[config.mk]
export PLATFORM = sky130hd
export DESIGN_NAME = corrode_block_gen
export DESIGN_NICKNAME = d
export VERILOG_FILES = /design/src/rtl/corrode_block_gen.sv
export SDC_FILE = /design/constraint.sdc
export NUM_CORES = 1
export LEC_CHECK = 0
export CORE_MARGIN = 2
export CORE_UTILIZATION = 65
export CTS_BUF_LIST = sky130_fd_sc_hd__clkbuf_2 sky130_fd_sc_hd__clkbuf_4 sky130_fd_sc_hd__clkbuf_8
export CTS_CLUSTER_SIZE = 14
export DETAILED_ROUTE_END_ITERATION = 6
export GPL_TIMING_DRIVEN = 0
export MAX_ROUTING_LAYER = met4
export PLACE_DENSITY = 0.94
export SETUP_SLACK_MARGIN = 0.5
export SLEW_MARGIN = 20
export SYNTH_ARGS = -nofsm -noshare
export SYNTH_HDL_FRONTEND = slang
export SYNTH_SLANG_ARGS = --single-unit
[constraint.sdc]
create_clock -name sys_clk_1 -period 4.6 [get_ports sys_clk_1]
set_clock_uncertainty 0.2 [all_clocks]
set_input_delay 0.69 -clock sys_clk_1 [delete_from_list [all_inputs] [get_ports sys_clk_1]]
set_output_delay 0.69 -clock sys_clk_1 [all_outputs]
set_load 0.005 [all_outputs]
[src/rtl/corrode_block_gen.sv]
`default_nettype none
// ============================================================================
// Module      : corrode_block_gen
// Description : Tiles the active picture window of a binarized pixel stream
//               into BS x BS blocks and erodes each block to a single bit
//               (1 = block kept white, 0 = corroded). One result strobe is
//               produced per block, in raster block order, one clock after
//               the block's last pixel. The strobe/data pair feeds the
//               display stage's RAM write port directly.
// Revision    : 1.0 - initial release
// ----------------------------------------------------------------------------
// Ports
//   sys_clk_1     in   1   camera-domain clock
//   sys_rst_n_1   in   1   asynchronous active-low reset
//   i_sof         in   1   one-cycle start-of-frame pulse
//   i_valid       in   1   pixel strobe
//   i_bin         in   1   binarized pixel, 1 = white
//   o_valid       out  1   one-cycle block-result strobe
//   o_wb          out  1   block result, 1 = white/kept, 0 = corroded
//   o_blk_idx     out  11  raster index of the block on o_wb
//   o_frame_done  out  1   pulse coincident with the last block of a frame
// ----------------------------------------------------------------------------
// Build option
//   CORRODE_BLOCK_THRESH_EN : when defined, a block is reported white while
//                             its black-pixel count is <= THRESH (tolerant
//                             erosion). When undefined, a single black pixel
//                             corrodes the block and THRESH is unused.
// ============================================================================
module corrode_block_gen #(
    parameter int P_W    = 12,
    parameter int IMG_X  = 640,
    parameter int IMG_Y  = 480,
    parameter int WIN_X1 = 64,
    parameter int WIN_X2 = 575,
    parameter int WIN_Y1 = 48,
    parameter int WIN_Y2 = 431,
    parameter int BS     = 16,
    parameter int C_L    = 32,
    parameter int C_R    = 24,
    parameter int THRESH = 8
) (
    input  logic        sys_clk_1,
    input  logic        sys_rst_n_1,
    input  logic        i_sof,
    input  logic        i_valid,
    input  logic        i_bin,
    output logic        o_valid,
    output logic        o_wb,
    output logic [10:0] o_blk_idx,
    output logic        o_frame_done
);

    // ------------------------------------------------------------------------
    // Derived widths and typed constants
    // ------------------------------------------------------------------------
    localparam int c_X0_W  = (BS  > 1) ? $clog2(BS)  : 1;
    localparam int c_X1_W  = (C_L > 1) ? $clog2(C_L) : 1;
    localparam int c_ACC_W = $clog2(BS * BS) + 1;
    localparam int c_IDX_W = 11;

    localparam logic [P_W-1:0]     c_X_LAST   = P_W'(IMG_X - 1);
    localparam logic [P_W-1:0]     c_Y_LAST   = P_W'(IMG_Y - 1);
    localparam logic [P_W-1:0]     c_WIN_X1   = P_W'(WIN_X1);
    localparam logic [P_W-1:0]     c_WIN_X2   = P_W'(WIN_X2);
    localparam logic [P_W-1:0]     c_WIN_Y1   = P_W'(WIN_Y1);
    localparam logic [P_W-1:0]     c_WIN_Y2   = P_W'(WIN_Y2);
    localparam logic [c_X0_W-1:0]  c_X0_LAST  = c_X0_W'(BS - 1);
    localparam logic [c_X1_W-1:0]  c_X1_LAST  = c_X1_W'(C_L - 1);
    localparam logic [c_ACC_W-1:0] c_ACC_MAX  = c_ACC_W'(BS * BS);
    localparam logic [c_IDX_W-1:0] c_IDX_LAST = c_IDX_W'(C_L * C_R - 1);

    // ------------------------------------------------------------------------
    // State
    // ------------------------------------------------------------------------
    logic [P_W-1:0]     r_cnt_x;
    logic [P_W-1:0]     r_cnt_y;
    logic [c_X0_W-1:0]  r_x0;          // column inside the current block
    logic [c_X1_W-1:0]  r_x1;          // block column
    logic [c_X0_W-1:0]  r_y0;          // row inside the current block row
    logic [c_IDX_W-1:0] r_idx;         // index of the next block to finish
    logic [c_ACC_W-1:0] r_acc [C_L];   // black-pixel count per block column

    logic               r_valid;
    logic               r_wb;
    logic [c_IDX_W-1:0] r_blk_idx;
    logic               r_frame_done;

    // ------------------------------------------------------------------------
    // Effective current state: a start-of-frame pulse makes this cycle's
    // pixel (if any) behave as pixel (0,0) of a clean frame, so every
    // counter and the accumulator read are zeroed before use.
    // ------------------------------------------------------------------------
    logic [P_W-1:0]     w_px;
    logic [P_W-1:0]     w_py;
    logic [c_X0_W-1:0]  w_x0;
    logic [c_X1_W-1:0]  w_x1;
    logic [c_X0_W-1:0]  w_y0;
    logic [c_IDX_W-1:0] w_idx;
    logic [c_ACC_W-1:0] w_acc_cur;

    always_comb begin
        w_px      = i_sof ? '0 : r_cnt_x;
        w_py      = i_sof ? '0 : r_cnt_y;
        w_x0      = i_sof ? '0 : r_x0;
        w_x1      = i_sof ? '0 : r_x1;
        w_y0      = i_sof ? '0 : r_y0;
        w_idx     = i_sof ? '0 : r_idx;
        w_acc_cur = i_sof ? '0 : r_acc[w_x1];
    end

    // ------------------------------------------------------------------------
    // Pixel classification
    // ------------------------------------------------------------------------
    logic w_in_win;
    logic w_frame_end;
    logic w_blk_done;
    logic w_black;

    assign w_in_win    = i_valid
                       && (w_px >= c_WIN_X1) && (w_px <= c_WIN_X2)
                       && (w_py >= c_WIN_Y1) && (w_py <= c_WIN_Y2);
    assign w_frame_end = i_valid && (w_px == c_X_LAST) && (w_py == c_Y_LAST);
    assign w_blk_done  = w_in_win && (w_x0 == c_X0_LAST) && (w_y0 == c_X0_LAST);
    assign w_black     = ~i_bin;

    // Count including this pixel; saturates so it can never roll over.
    logic [c_ACC_W-1:0] w_acc_sum;
    assign w_acc_sum = (w_black && (w_acc_cur != c_ACC_MAX))
                     ? w_acc_cur + 1'b1 : w_acc_cur;

    logic w_blk_wb;
`ifdef CORRODE_BLOCK_THRESH_EN
    localparam logic [c_ACC_W-1:0] c_THRESH = c_ACC_W'(THRESH);
    assign w_blk_wb = (w_acc_sum <= c_THRESH);
`else
    assign w_blk_wb = (w_acc_sum == '0);
`endif

    // ------------------------------------------------------------------------
    // Next-state logic for position and block counters
    // ------------------------------------------------------------------------
    logic [P_W-1:0]     w_cnt_x_nxt;
    logic [P_W-1:0]     w_cnt_y_nxt;
    logic [c_X0_W-1:0]  w_x0_nxt;
    logic [c_X1_W-1:0]  w_x1_nxt;
    logic [c_X0_W-1:0]  w_y0_nxt;
    logic [c_IDX_W-1:0] w_idx_nxt;

    always_comb begin
        w_cnt_x_nxt = w_px;
        w_cnt_y_nxt = w_py;
        w_x0_nxt    = w_x0;
        w_x1_nxt    = w_x1;
        w_y0_nxt    = w_y0;
        w_idx_nxt   = w_idx;

        if (i_valid) begin
            if (w_px == c_X_LAST) begin
                w_cnt_x_nxt = '0;
                w_cnt_y_nxt = (w_py == c_Y_LAST) ? '0 : w_py + 1'b1;
            end else begin
                w_cnt_x_nxt = w_px + 1'b1;
            end
        end

        // Same nesting as the downstream read addressing: x0 innermost,
        // then block column, then row within the block row.
        if (w_in_win) begin
            if (w_x0 == c_X0_LAST) begin
                w_x0_nxt = '0;
                if (w_x1 == c_X1_LAST) begin
                    w_x1_nxt = '0;
                    w_y0_nxt = (w_y0 == c_X0_LAST) ? '0 : w_y0 + 1'b1;
                end else begin
                    w_x1_nxt = w_x1 + 1'b1;
                end
            end else begin
                w_x0_nxt = w_x0 + 1'b1;
            end
        end

        if (w_blk_done) begin
            w_idx_nxt = (w_idx == c_IDX_LAST) ? '0 : w_idx + 1'b1;
        end

        // Natural frame wrap restarts block tracking exactly like i_sof.
        if (w_frame_end) begin
            w_x0_nxt  = '0;
            w_x1_nxt  = '0;
            w_y0_nxt  = '0;
            w_idx_nxt = '0;
        end
    end

    // ------------------------------------------------------------------------
    // Registers
    // ------------------------------------------------------------------------
    always_ff @(posedge sys_clk_1 or negedge sys_rst_n_1) begin
        if (!sys_rst_n_1) begin
            r_cnt_x <= '0;
            r_cnt_y <= '0;
            r_x0    <= '0;
            r_x1    <= '0;
            r_y0    <= '0;
            r_idx   <= '0;
        end else begin
            r_cnt_x <= w_cnt_x_nxt;
            r_cnt_y <= w_cnt_y_nxt;
            r_x0    <= w_x0_nxt;
            r_x1    <= w_x1_nxt;
            r_y0    <= w_y0_nxt;
            r_idx   <= w_idx_nxt;
        end
    end

    // Accumulator bank. The entry selected by an in-window pixel takes the
    // updated count, or clears when its block completes so the block row
    // below starts from zero. A start-of-frame pulse clears the others.
    always_ff @(posedge sys_clk_1 or negedge sys_rst_n_1) begin
        if (!sys_rst_n_1) begin
            for (int i = 0; i < C_L; i++) begin
                r_acc[i] <= '0;
            end
        end else begin
            for (int i = 0; i < C_L; i++) begin
                if (w_frame_end) begin
                    r_acc[i] <= '0;
                end else if (w_in_win && (w_x1 == c_X1_W'(i))) begin
                    r_acc[i] <= w_blk_done ? '0 : w_acc_sum;
                end else if (i_sof) begin
                    r_acc[i] <= '0;
                end
            end
        end
    end

    // Result registers: o_wb and o_blk_idx hold between strobes.
    always_ff @(posedge sys_clk_1 or negedge sys_rst_n_1) begin
        if (!sys_rst_n_1) begin
            r_valid      <= 1'b0;
            r_wb         <= 1'b0;
            r_blk_idx    <= '0;
            r_frame_done <= 1'b0;
        end else begin
            r_valid      <= w_blk_done;
            r_frame_done <= w_blk_done && (w_idx == c_IDX_LAST);
            if (w_blk_done) begin
                r_wb      <= w_blk_wb;
                r_blk_idx <= w_idx;
            end
        end
    end

    assign o_valid      = r_valid;
    assign o_wb         = r_wb;
    assign o_blk_idx    = r_blk_idx;
    assign o_frame_done = r_frame_done;

endmodule
`default_nettype wire

After elaboration in Yosys (flattened, before gate mapping)
Cells that the tools add are included.
Storage, ports and cells
  output and inout port bits: 14
  bits of input ports: 5
  bits in registers: 350
  word-level logic and storage cells: 266
Cells by class
  reduce and logical (&&, ||, !) cells: 76
  $add $sub $neg: 7
  bitwise gates (word level): 2
  eq/ne operators: 37
  order comparisons: 5
  muxes and demuxes: 97
Operator list (number)
  2-to-1 mux 9 bit: 70
  nonzero test 3 bit: 32
  2-to-1 mux 12 bit: 7
  == test 5 bit, second input constant: 16
  binary-select mux 9 bit (select 5 bit): 1
  2-to-1 mux 11 bit: 4
  logical AND 1 bit: 42
  == test 5 x 4 -> 1 bit, second input constant: 8
  2-to-1 mux 4 bit: 10
  2-to-1 mux 5 bit: 5
  adder 12 x 1 -> 12 bit, second input constant: 2
  == test 5 x 3 -> 1 bit, second input constant: 4
  == test 12 x 10 -> 1 bit, second input constant: 1
  == test 12 x 9 -> 1 bit, second input constant: 1
  >= comparator 12 x 6 -> 1 bit, second input constant: 1
  >= comparator 12 x 7 -> 1 bit, second input constant: 1
  less-or-equal comparator 12 x 10 -> 1 bit, second input constant: 1
  less-or-equal comparator 12 x 9 -> 1 bit, second input constant: 1
  adder 11 x 1 -> 11 bit, second input constant: 1
  == test 11 x 10 -> 1 bit, second input constant: 1
  == test 5 x 2 -> 1 bit, second input constant: 2
  adder 9 x 1 -> 9 bit, second input constant: 1
  zero test 9 bit: 1
  != test 9 bit, second input constant: 1
  other kinds (8): 10

Depth between registers and ports, before layout
Gate-level depths: netlist of run 1.
  depth after elaboration: 12
  gate-level depth with buffers: 19
  gate-level depth less buffers: 15

Worst setup path after synthesis of run 1
Ideal clock, no wire load.
  kind: input to register
  from: in i_sof
  to: reg r_acc[127] in the netlist's numbering
  library setup time: 121 ps
  stages: 17
  path slack: 695 ps
  data required time: 4279 ps
  data arrival time: 3584 ps
  path buffers: 5
  cells stage by stage: buf_2 > buf_4 > buf_6 > nor3b_1 > clkbuf_1 > a22oi_1 > nor2_1 > a221oi_1 > a31o_2 > inv_1 > ha_1 > nand3_2 > o41ai_4 > mux2_4 > nand2_4 > buf_6 > o21ai_2
Between the ends
  longest elaborated chain between the ends: 12
  elaborated cells on any way between the ends: 36
  classes of those cells: add/sub (1); order compare (4); eq/ne (6); mux (13); bitwise (1); reduce/logical (11)
RTL lines
  start: declaration: RTL line 44  | input logic i_sof,
  branches (longest 12 deep; another with adder 9 x 1 -> 9 bit)
  end signal: indexed assignment: RTL line 229  | r_acc[i] <= w_blk_done ? '0 : w_acc_sum;
  end: declaration: RTL line 81  | logic [c_ACC_W-1:0] r_acc [C_L];
Several ways; the timed one is not identified. The select of a mux whose other input is x is not followed.
A chain may end at the register's enable or synchronous reset.

Final worst setup path of run 1
  from: reg r_x1[1]
  to: reg r_acc[23] in the netlist's numbering
Between the ends
  longest elaborated chain between the ends: 12
  elaborated cells on any way between the ends: 16
  classes of those cells: add/sub (1); eq/ne (2); mux (9); bitwise (1); reduce/logical (3)
RTL lines
  start: declaration: RTL line 78  | logic [c_X1_W-1:0] r_x1;
  start signal: assignment: RTL line 210  | r_x1 <= w_x1_nxt;
  2-to-1 mux 5 bit (*): RTL line 105  | w_x1 = i_sof ? '0 : r_x1;
  branches (longest 11 deep; another with adder 9 x 1 -> 9 bit)
Every way passes the cells marked *. The select of a mux whose other input is x is not followed.

==> out/metrics.csv, run 1 <==
stage;metric;value;unit
status;status;finished, violations left;
status;violations;design-rule violations;
setup_path;cp-start-kind;flop;
setup_path;slowest_stage;buf_4;
timing;setup_viol;0;
setup_path;cpPeakStageDelay;0.39;ns
clock_network;clock-root-buffer;clkbuf_8;
logic_synthesis;synth_edf_count;0;
logic_synthesis;synth.avg_cell_area;9.56;µm²
setup_path;cp_cell_sequence;buf_4 > buf_4 > buf_4 > buf_4 > mux2i_1 > a31oi_1 > nand3_1 > a221oi_2 > buf_4 > nand3_1 > xnor2_1 > nand2_2 > clkbuf_2 > o21ai_0;
placed_design;place_worst_setup_slack;-2.40;ns
placed_design;dpl.hpwl;43.4;mm
timing;rsz0062_at_grt;yes;
clock_network;clkSinkCount;350;
logic_synthesis;ys_ff_latch;350;
timing;fmax;230;MHz
power_and_ir_drop;ir_drop;316;µV
timing;finalCritPeriodShare;94.4;%
global_route;grt-busiest-layer;met2;
clock_network;clk_path_buf_depth;3;
setup_path;rr_startpoint;r_x1[1]$_DFF_PN0_;
routing;wl_per_cell;31.8;µm
setup_path;crit_family;buffers and inverters;
global_route;use_met1;63.6;%
floorplanning;coreArea;25900;µm²
final_layout;stdcell_count;2299;
routing;viasPerCell;7.36;
global_route;grt_pass1_wl;102;mm
setup_path;timing.critical_path.mode_cell;buf_4;
logic_synthesis;yosysUniqueCellTypes;90;
routing;drtPass1Iterations;7;
global_route;grt_max_degree;106;
routing;dr.first_iter.drc_count;3105;
floorplanning;std_cell_rows;59;
routing;drc;29;
final_layout;most-common-layout-cells;nand2_1, dfrtp_1, o21ai_0;
global_route;gr-total-overflow;0;
min_path;hold_class;reg -> reg;
global_route;grt_pass1_vias;16000;
final_layout;final_common_cell;nand2_1;
routing;vias;16900;
min_path;holdPathEnd;r_acc[17]$_DFFE_PN0P_;
floorplanning;dieArea;27500;µm²
setup_path;worstPathArrival;4.62;ns
clock_network;clkLatencyLatePin;0.62;ns
power_and_ir_drop;power_density;295;nW/µm²
global_route;grt_util_met3;18.6;%
logic_synthesis;syn_area;17100;µm²
global_route;use_met2;73.6;%
setup_path;end_kind;flop;
setup_path;criticalPathCategory;reg -> reg;
timing;setup_ws;0.257;ns
clock_network;cts_buffers;55;
timing;max_slew_margin;42.9;%
placed_design;portBuffers;17;
clock_network;clk_pin_slew;0.06;ns
timing;period_needed;4.34;ns
final_layout;syn_to_final_growth;24.5;%
setup_path;path_max_fanout;10;
setup_path;cp.required;4.88;ns
floorplanning;dieHeight;166;µm
setup_path;ff2ff_path_depth;14;
logic_synthesis;ys_seq_area_share;51.4;%
floorplanning;start_util;65.8;%
global_route;antenna_found_initial;3;
routing;postRouteAntennaNets;0;
timing;worst_pin_slew;0.854;ns
logic_synthesis;yosysWarnings;0;
clock_network;cts_tree;done;
logic_synthesis;synth_nets;1803;
global_route;grtUsageTotal;51.5;%
power_and_ir_drop;fin_total_pwr;6260;µW
setup_path;r2r-end;r_acc[23]$_DFFE_PN0P_;
final_layout;layout.nets;1940;
placed_design;dpl.cell_count;2138;
job;max_cap_viol_count;0;
clock_network;h-tree-depth;2;
min_path;worst_hold_startpoint;r_acc[17]$_DFFE_PN0P_;
floorplanning;dieWidth;166;µm
routing;routed_wl;73.1;mm
placed_design;place.gp.congestion;1.07;
timing;finalHoldViolCount;0;
final_layout;drive_gt1_share;23.8;%
timing;final_max_slew_viol_count;0;
logic_synthesis;syn_inst;1783;
floorplanning;ios;19;
power_and_ir_drop;leakage;0.00896;µW
min_path;whs_path_depth;2;
setup_path;regToRegSetupSlack;0.26;ns
logic_synthesis;synthFlopType;dfrtp_1;
setup_path;crit_buf_inv;6;
logic_synthesis;synthArstFlopShare;100;%
==> flip-flops by register name (all words and copies together), names as in the netlist <==
name and cells:
r_x1 5, r_idx 11, r_x0 4, o_blk_idx 11, o_wb 1, r_y0 4
r_cnt_y 12, r_cnt_x 12, o_valid 1, o_frame_done 1, r_acc 288
==> worst reg2reg max path: cells and delay by family, from the launching register on <==
kind | cells | cell delay [ns]
buffers and inverters | 6 | 1.73
AO/OA/AOI/OAI | 3 | 1.10
AND/OR/NAND/NOR | 3 | 0.51
flip-flops | 1 | 0.32
multiplexers | 1 | 0.21
XOR/XNOR | 1 | 0.19
==> cells by family (layout without fill, tap and decap cells) <==
kind of cell / after synthesis / in the layout / share of synthesized area, %
XOR/XNOR: 40 / 40 / 2.05
flip-flops: 350 / 350 / 51.4
AND/OR/NAND/NOR: 682 / 682 / 18.0
AO/OA/AOI/OAI: 503 / 507 / 18.6
other: 0 / 4 / 0
adder cells (fa/ha/maj): 15 / 15 / 1.10
buffers and inverters: 120 / 293 / 3.93
multiplexers: 73 / 73 / 4.99
==> where the power goes <==
part           switching [µW]  leakage, µW  internal [µW]
logic                     177      0.00342           63.2
clock network            1290     0.000646           1640
registers                2.11      0.00489           3080
==> layout make-up <==
class	count	area (µm²)
Sequential cell	350	8760
Multi-Input combinational cell	1317	8720
Fill cell	1386	4680
Clock buffer	91	1120
Buffer	104	1060
Timing Repair Buffer	76	975
Tap cell	335	419
Clock inverter	6	86.3
Inverter	16	68.8
Antenna cell	4	10.0
==> layer usage <==
| layer | vias up | wire length (µm) |
|---|---|---|
| met2 | 1712 | 30600 |
| met4 | 0 | 6680 |
| li1 | 6586 | - |
| met1 | 8027 | 24400 |
| met5 | - | 0 |
| met3 | 598 | 11400 |
==> worst max path at each step <==
| stage | startpoint | end | slack (ns) | cells past startpoint |
|---|---|---|---|---|
| CTS | r_x1[1]$_DFF_PN0_ | r_acc[91]$_DFFE_PN0P_ | 0.50 | 14 |
| global placement | sys_rst_n_1 | r_acc[67]$_DFFE_PN0P_ | -11.80 | 1 |
| global route | r_x1[1]$_DFF_PN0_ | r_acc[23]$_DFFE_PN0P_ | 0.23 | 14 |
| detailed placement | i_sof | r_acc[269]$_DFFE_PN0P_ | -2.40 | 19 |
| floorplan | i_sof | r_acc[127]$_DFFE_PN0P_ | 0.70 | 17 |
| finish | r_x1[1]$_DFF_PN0_ | r_acc[23]$_DFFE_PN0P_ | 0.26 | 14 |
==> cells in the mapped netlist (10+ instances only) <==
| cell | n | area share [%] |
|---|---|---|
| a21oi_2 | 15 | 0.77 |
| mux2i_1 | 52 | 3.1 |
| clkbuf_1 | 46 | 1.0 |
| nor3_1 | 16 | 0.47 |
| nand3_1 | 41 | 1.2 |
| buf_4 | 14 | 0.62 |
| o22ai_1 | 16 | 0.59 |
| nand2_1 | 387 | 8.5 |
| nand4_1 | 10 | 0.37 |
| o21ai_1 | 29 | 0.85 |
| xnor2_1 | 24 | 1.2 |
| xor2_1 | 16 | 0.82 |
| nor2_1 | 101 | 2.2 |
| buf_2 | 25 | 0.73 |
| dfrtp_1 | 350 | 51 |
| o21ai_2 | 29 | 1.5 |
| nor3b_1 | 10 | 0.44 |
| inv_1 | 13 | 0.29 |
| a211oi_1 | 22 | 0.97 |
| mux2_2 | 10 | 0.66 |
| o21ai_0 | 265 | 7.8 |
| a21oi_1 | 29 | 0.85 |
| o221ai_1 | 18 | 0.92 |
| ha_1 | 15 | 1.1 |
| and3_1 | 14 | 0.51 |
| buf_6 | 14 | 0.92 |
| nor2b_1 | 42 | 1.5 |
==> timing repair <==
| item | 4_1_cts | 5_1_grt |
|---|---|---|
| hold buffers | 1 | 0 |
| cloned | 7 | 10 |
| endpoints found under the setup margin | 322 | 308 |
| pin swaps | 16 | 69 |
| resized for setup | 216 | 194 |
| setup buffers | 20 | 22 |
| hold endpoints to repair | 81 | 0 |
==> stage by stage <==
step                setup TNS (ns)  hold slack (ns)  util, %  cell area [µm²]
CTS                              0            0.268     77.9            20200
finish                           0            0.277     81.9            21200
global placement          -4570.01            0.253     68.1            17600
floorplan                        0            0.194        -            17100
detailed placement         -488.87            0.256     68.4            17700
global route                     0            0.295     81.9            21200
Note: power is estimated with default switching activity, not from simulation.
==> run 2, diff against run 1 <==
--- a/config.mk
+++ b/config.mk
@@ -13,8 +13,7 @@
 export GPL_TIMING_DRIVEN = 0
 export MAX_ROUTING_LAYER = met4
 export PLACE_DENSITY = 0.94
-export SETUP_SLACK_MARGIN = 0.5
-export SLEW_MARGIN = 20
+export SETUP_SLACK_MARGIN = 0.15
 export SYNTH_ARGS = -nofsm -noshare
 export SYNTH_HDL_FRONTEND = slang
 export SYNTH_SLANG_ARGS = --single-unit
==> out/metrics.csv, run 2 (synthesized netlist as in run 1, its figures left out) <==
stage;metric;value;unit
final_layout;layout.nets;1903;
clock_network;clkSinkCount;350;
setup_path;end_kind;flop;
clock_network;clk_path_buf_depth;3;
final_layout;register_area;8760;µm²
placed_design;portBuffers;17;
global_route;grt_pass1_vias;15400;
clock_network;clock-root-buffer;clkbuf_8;
setup_path;ff2ff_path_depth;15;
power_and_ir_drop;fin_total_pwr;6240;µW
timing;rsz0062_at_grt;no;
final_layout;fin_area;20000;µm²
setup_path;crit_start;r_x1[1]$_DFF_PN0_;
global_route;gr-total-overflow;0;
routing;vias;16000;
final_layout;syn_to_final_growth;17.1;%
floorplanning;dieArea;27500;µm²
placed_design;place.gp.congestion;1.07;
routing;drc;0;
setup_path;cp.required;4.87;ns
min_path;holdPathEnd;o_blk_idx[6]$_DFFE_PN0P_;
routing;viasPerCell;7.08;
final_layout;regMostFlops;r_acc;
min_path;whs_path_depth;2;
final_layout;fin_util;77.1;%
floorplanning;std_cell_rows;59;
timing;period_needed;4.53;ns
clock_network;clkLatencyLatePin;0.62;ns
setup_path;timing.critical_path.mode_cell;buf_4;
min_path;worst_hold_startpoint;o_blk_idx[6]$_DFFE_PN0P_;
clock_network;cts_tree;done;
final_layout;multi_input_area;8080;µm²
power_and_ir_drop;leakage;0.00847;µW
global_route;grt_pass1_wl;97.5;mm
routing;drtPass1Iterations;6;
final_layout;final_common_cell;nand2_1;
routing;wl_per_cell;29.5;µm
timing;finalHoldViolCount;0;
min_path;hold_class;reg -> reg;
final_layout;fillers;1644;
timing;finalCritPeriodShare;98.4;%
floorplanning;coreArea;25900;µm²
final_layout;top_regs;r_acc: 288 flops, r_cnt_x: 12 flops, r_cnt_y: 12 flops;
setup_path;cpPeakStageDelay;0.50;ns
final_layout;drive_gt1_share;17.9;%
timing;final_max_slew_viol_count;0;
floorplanning;dieHeight;166;µm
clock_network;clk_pin_slew;0.06;ns
setup_path;regToRegSetupSlack;0.07;ns
clock_network;cts_buffers;55;
global_route;grtUsageTotal;49.1;%
power_and_ir_drop;power_density;312;nW/µm²
setup_path;worstPathArrival;4.80;ns
global_route;grt_max_degree;132;
job;max_cap_viol_count;0;
routing;dr.first_iter.drc_count;2688;
final_layout;largest_reg_flops;288;
final_layout;most-common-layout-cells;nand2_1, dfrtp_1, o21ai_0;
setup_path;cp-start-kind;flop;
routing;postRouteAntennaNets;0;
floorplanning;ios;19;
placed_design;dpl.hpwl;43.3;mm
routing;routed_wl;66.8;mm
power_and_ir_drop;ir_drop;391;µV
setup_path;slowest_stage;buf_2;
setup_path;criticalPathCategory;reg -> reg;
status;status;finished clean;
timing;fmax;221;MHz
placed_design;placed_cell_area;17700;µm²
timing;setup_viol;0;
timing;max_slew_margin;11.9;%
timing;worst_pin_slew;1.32;ns
setup_path;path_max_fanout;10;
setup_path;r2r-end;r_acc[136]$_DFFE_PN0P_;
floorplanning;start_util;65.8;%
clock_network;h-tree-depth;2;
setup_path;cp_cell_sequence;buf_2 > buf_4 > buf_4 > buf_2 > a21o_1 > o21ai_0 > o22ai_1 > and2_2 > nand4b_4 > o41ai_4 > buf_4 > mux2_4 > nand2_8 > buf_12 > o21ai_2;
floorplanning;dieWidth;166;µm
global_route;antenna_found_initial;4;
setup_path;rr_startpoint;r_x1[1]$_DFF_PN0_;
==> run 2: changes by cell type in the layout (fill, tap and decap cells not counted), moves of 6 or more <==
cell | before | now
buf_4 | 50 | 25
clkbuf_16 | 9 | 2
buf_12 | 21 | 13
clkbuf_1 | 12 | 20
buf_8 | 12 | 6
buf_6 | 10 | 16
o21ai_0 | 204 | 253
buf_2 | 7 | 13
o21ai_2 | 66 | 30
o21ai_1 | 49 | 40
==> run 2: cell type report <==
| class | instances | share of cell area, % |
|---|---|---|
| Buffer | 104 | 4.70 |
| Antenna cell | 4 | 0.0501 |
| Inverter | 16 | 0.332 |
| Clock inverter | 9 | 0.508 |
| Sequential cell | 350 | 43.9 |
| Tap cell | 335 | 2.10 |
| Timing Repair Buffer | 43 | 2.25 |
| Clock buffer | 92 | 5.75 |
| Multi-Input combinational cell | 1313 | 40.5 |
==> run 2: metrics by stage <==
| step | setup TNS (ns) | std cells | hold slack, ns | setup slack (ns) |
|---|---|---|---|---|
| 2_1_floorplan | 0 | 1783 | 0.194 | 0.695 |
| 3_3_place_gp | -4570.01 | 2135 | 0.253 | -11.80 |
| 3_5_place_dp | -491.17 | 2137 | 0.257 | -2.38 |
| 4_1_cts | 0 | 2245 | 0.269 | 0.114 |
| 5_1_grt | 0 | 2266 | 0.296 | 0.124 |
| 6_report | 0 | 2266 | 0.278 | 0.0741 |
==> run 2: worst max-delay path by stage <==
stage,cells past startpoint,to
4_1_cts,19,r_acc[28]$_DFFE_PN0P_
3_5_place_dp,19,r_acc[269]$_DFFE_PN0P_
2_1_floorplan,17,r_acc[127]$_DFFE_PN0P_
6_report,15,r_acc[136]$_DFFE_PN0P_
5_1_grt,15,r_acc[118]$_DFFE_PN0P_
3_3_place_gp,1,r_acc[67]$_DFFE_PN0P_
==> run 2: what timing repair did <==
action	CTS	global route
buffers inserted	6	15
pin swaps	7	10
endpoints found under the setup margin	302	307
hold buffers	1	0
resized for setup	116	83
endpoints found under the hold margin	93	0
gates cloned	0	2
==> run 2: routing by layer <==
layer	GRT usage, %	routed length [µm]	vias up
met4	29.6	4910	0
li1	-	-	6509
met1	61.5	23700	7787
met3	16.5	9250	369
met2	69.5	29000	1367
met5	-	0	-
==> run 2: where the power goes <==
group / switching [µW] / leakage, µW / internal, µW
clock: 1270 / 0.000670 / 1680
combinational: 159 / 0.00291 / 44.3
sequential: 1.63 / 0.00489 / 3080
==> run 2: critical path: cells and delay by family (launching register included) <==
kind / cells / cell delay (ns)
buffers and inverters: 6 / 1.81
AOI/OAI and AO/OA: 5 / 1.14
and+or+nand+nor: 3 / 0.60
muxes: 1 / 0.33
DFF: 1 / 0.31
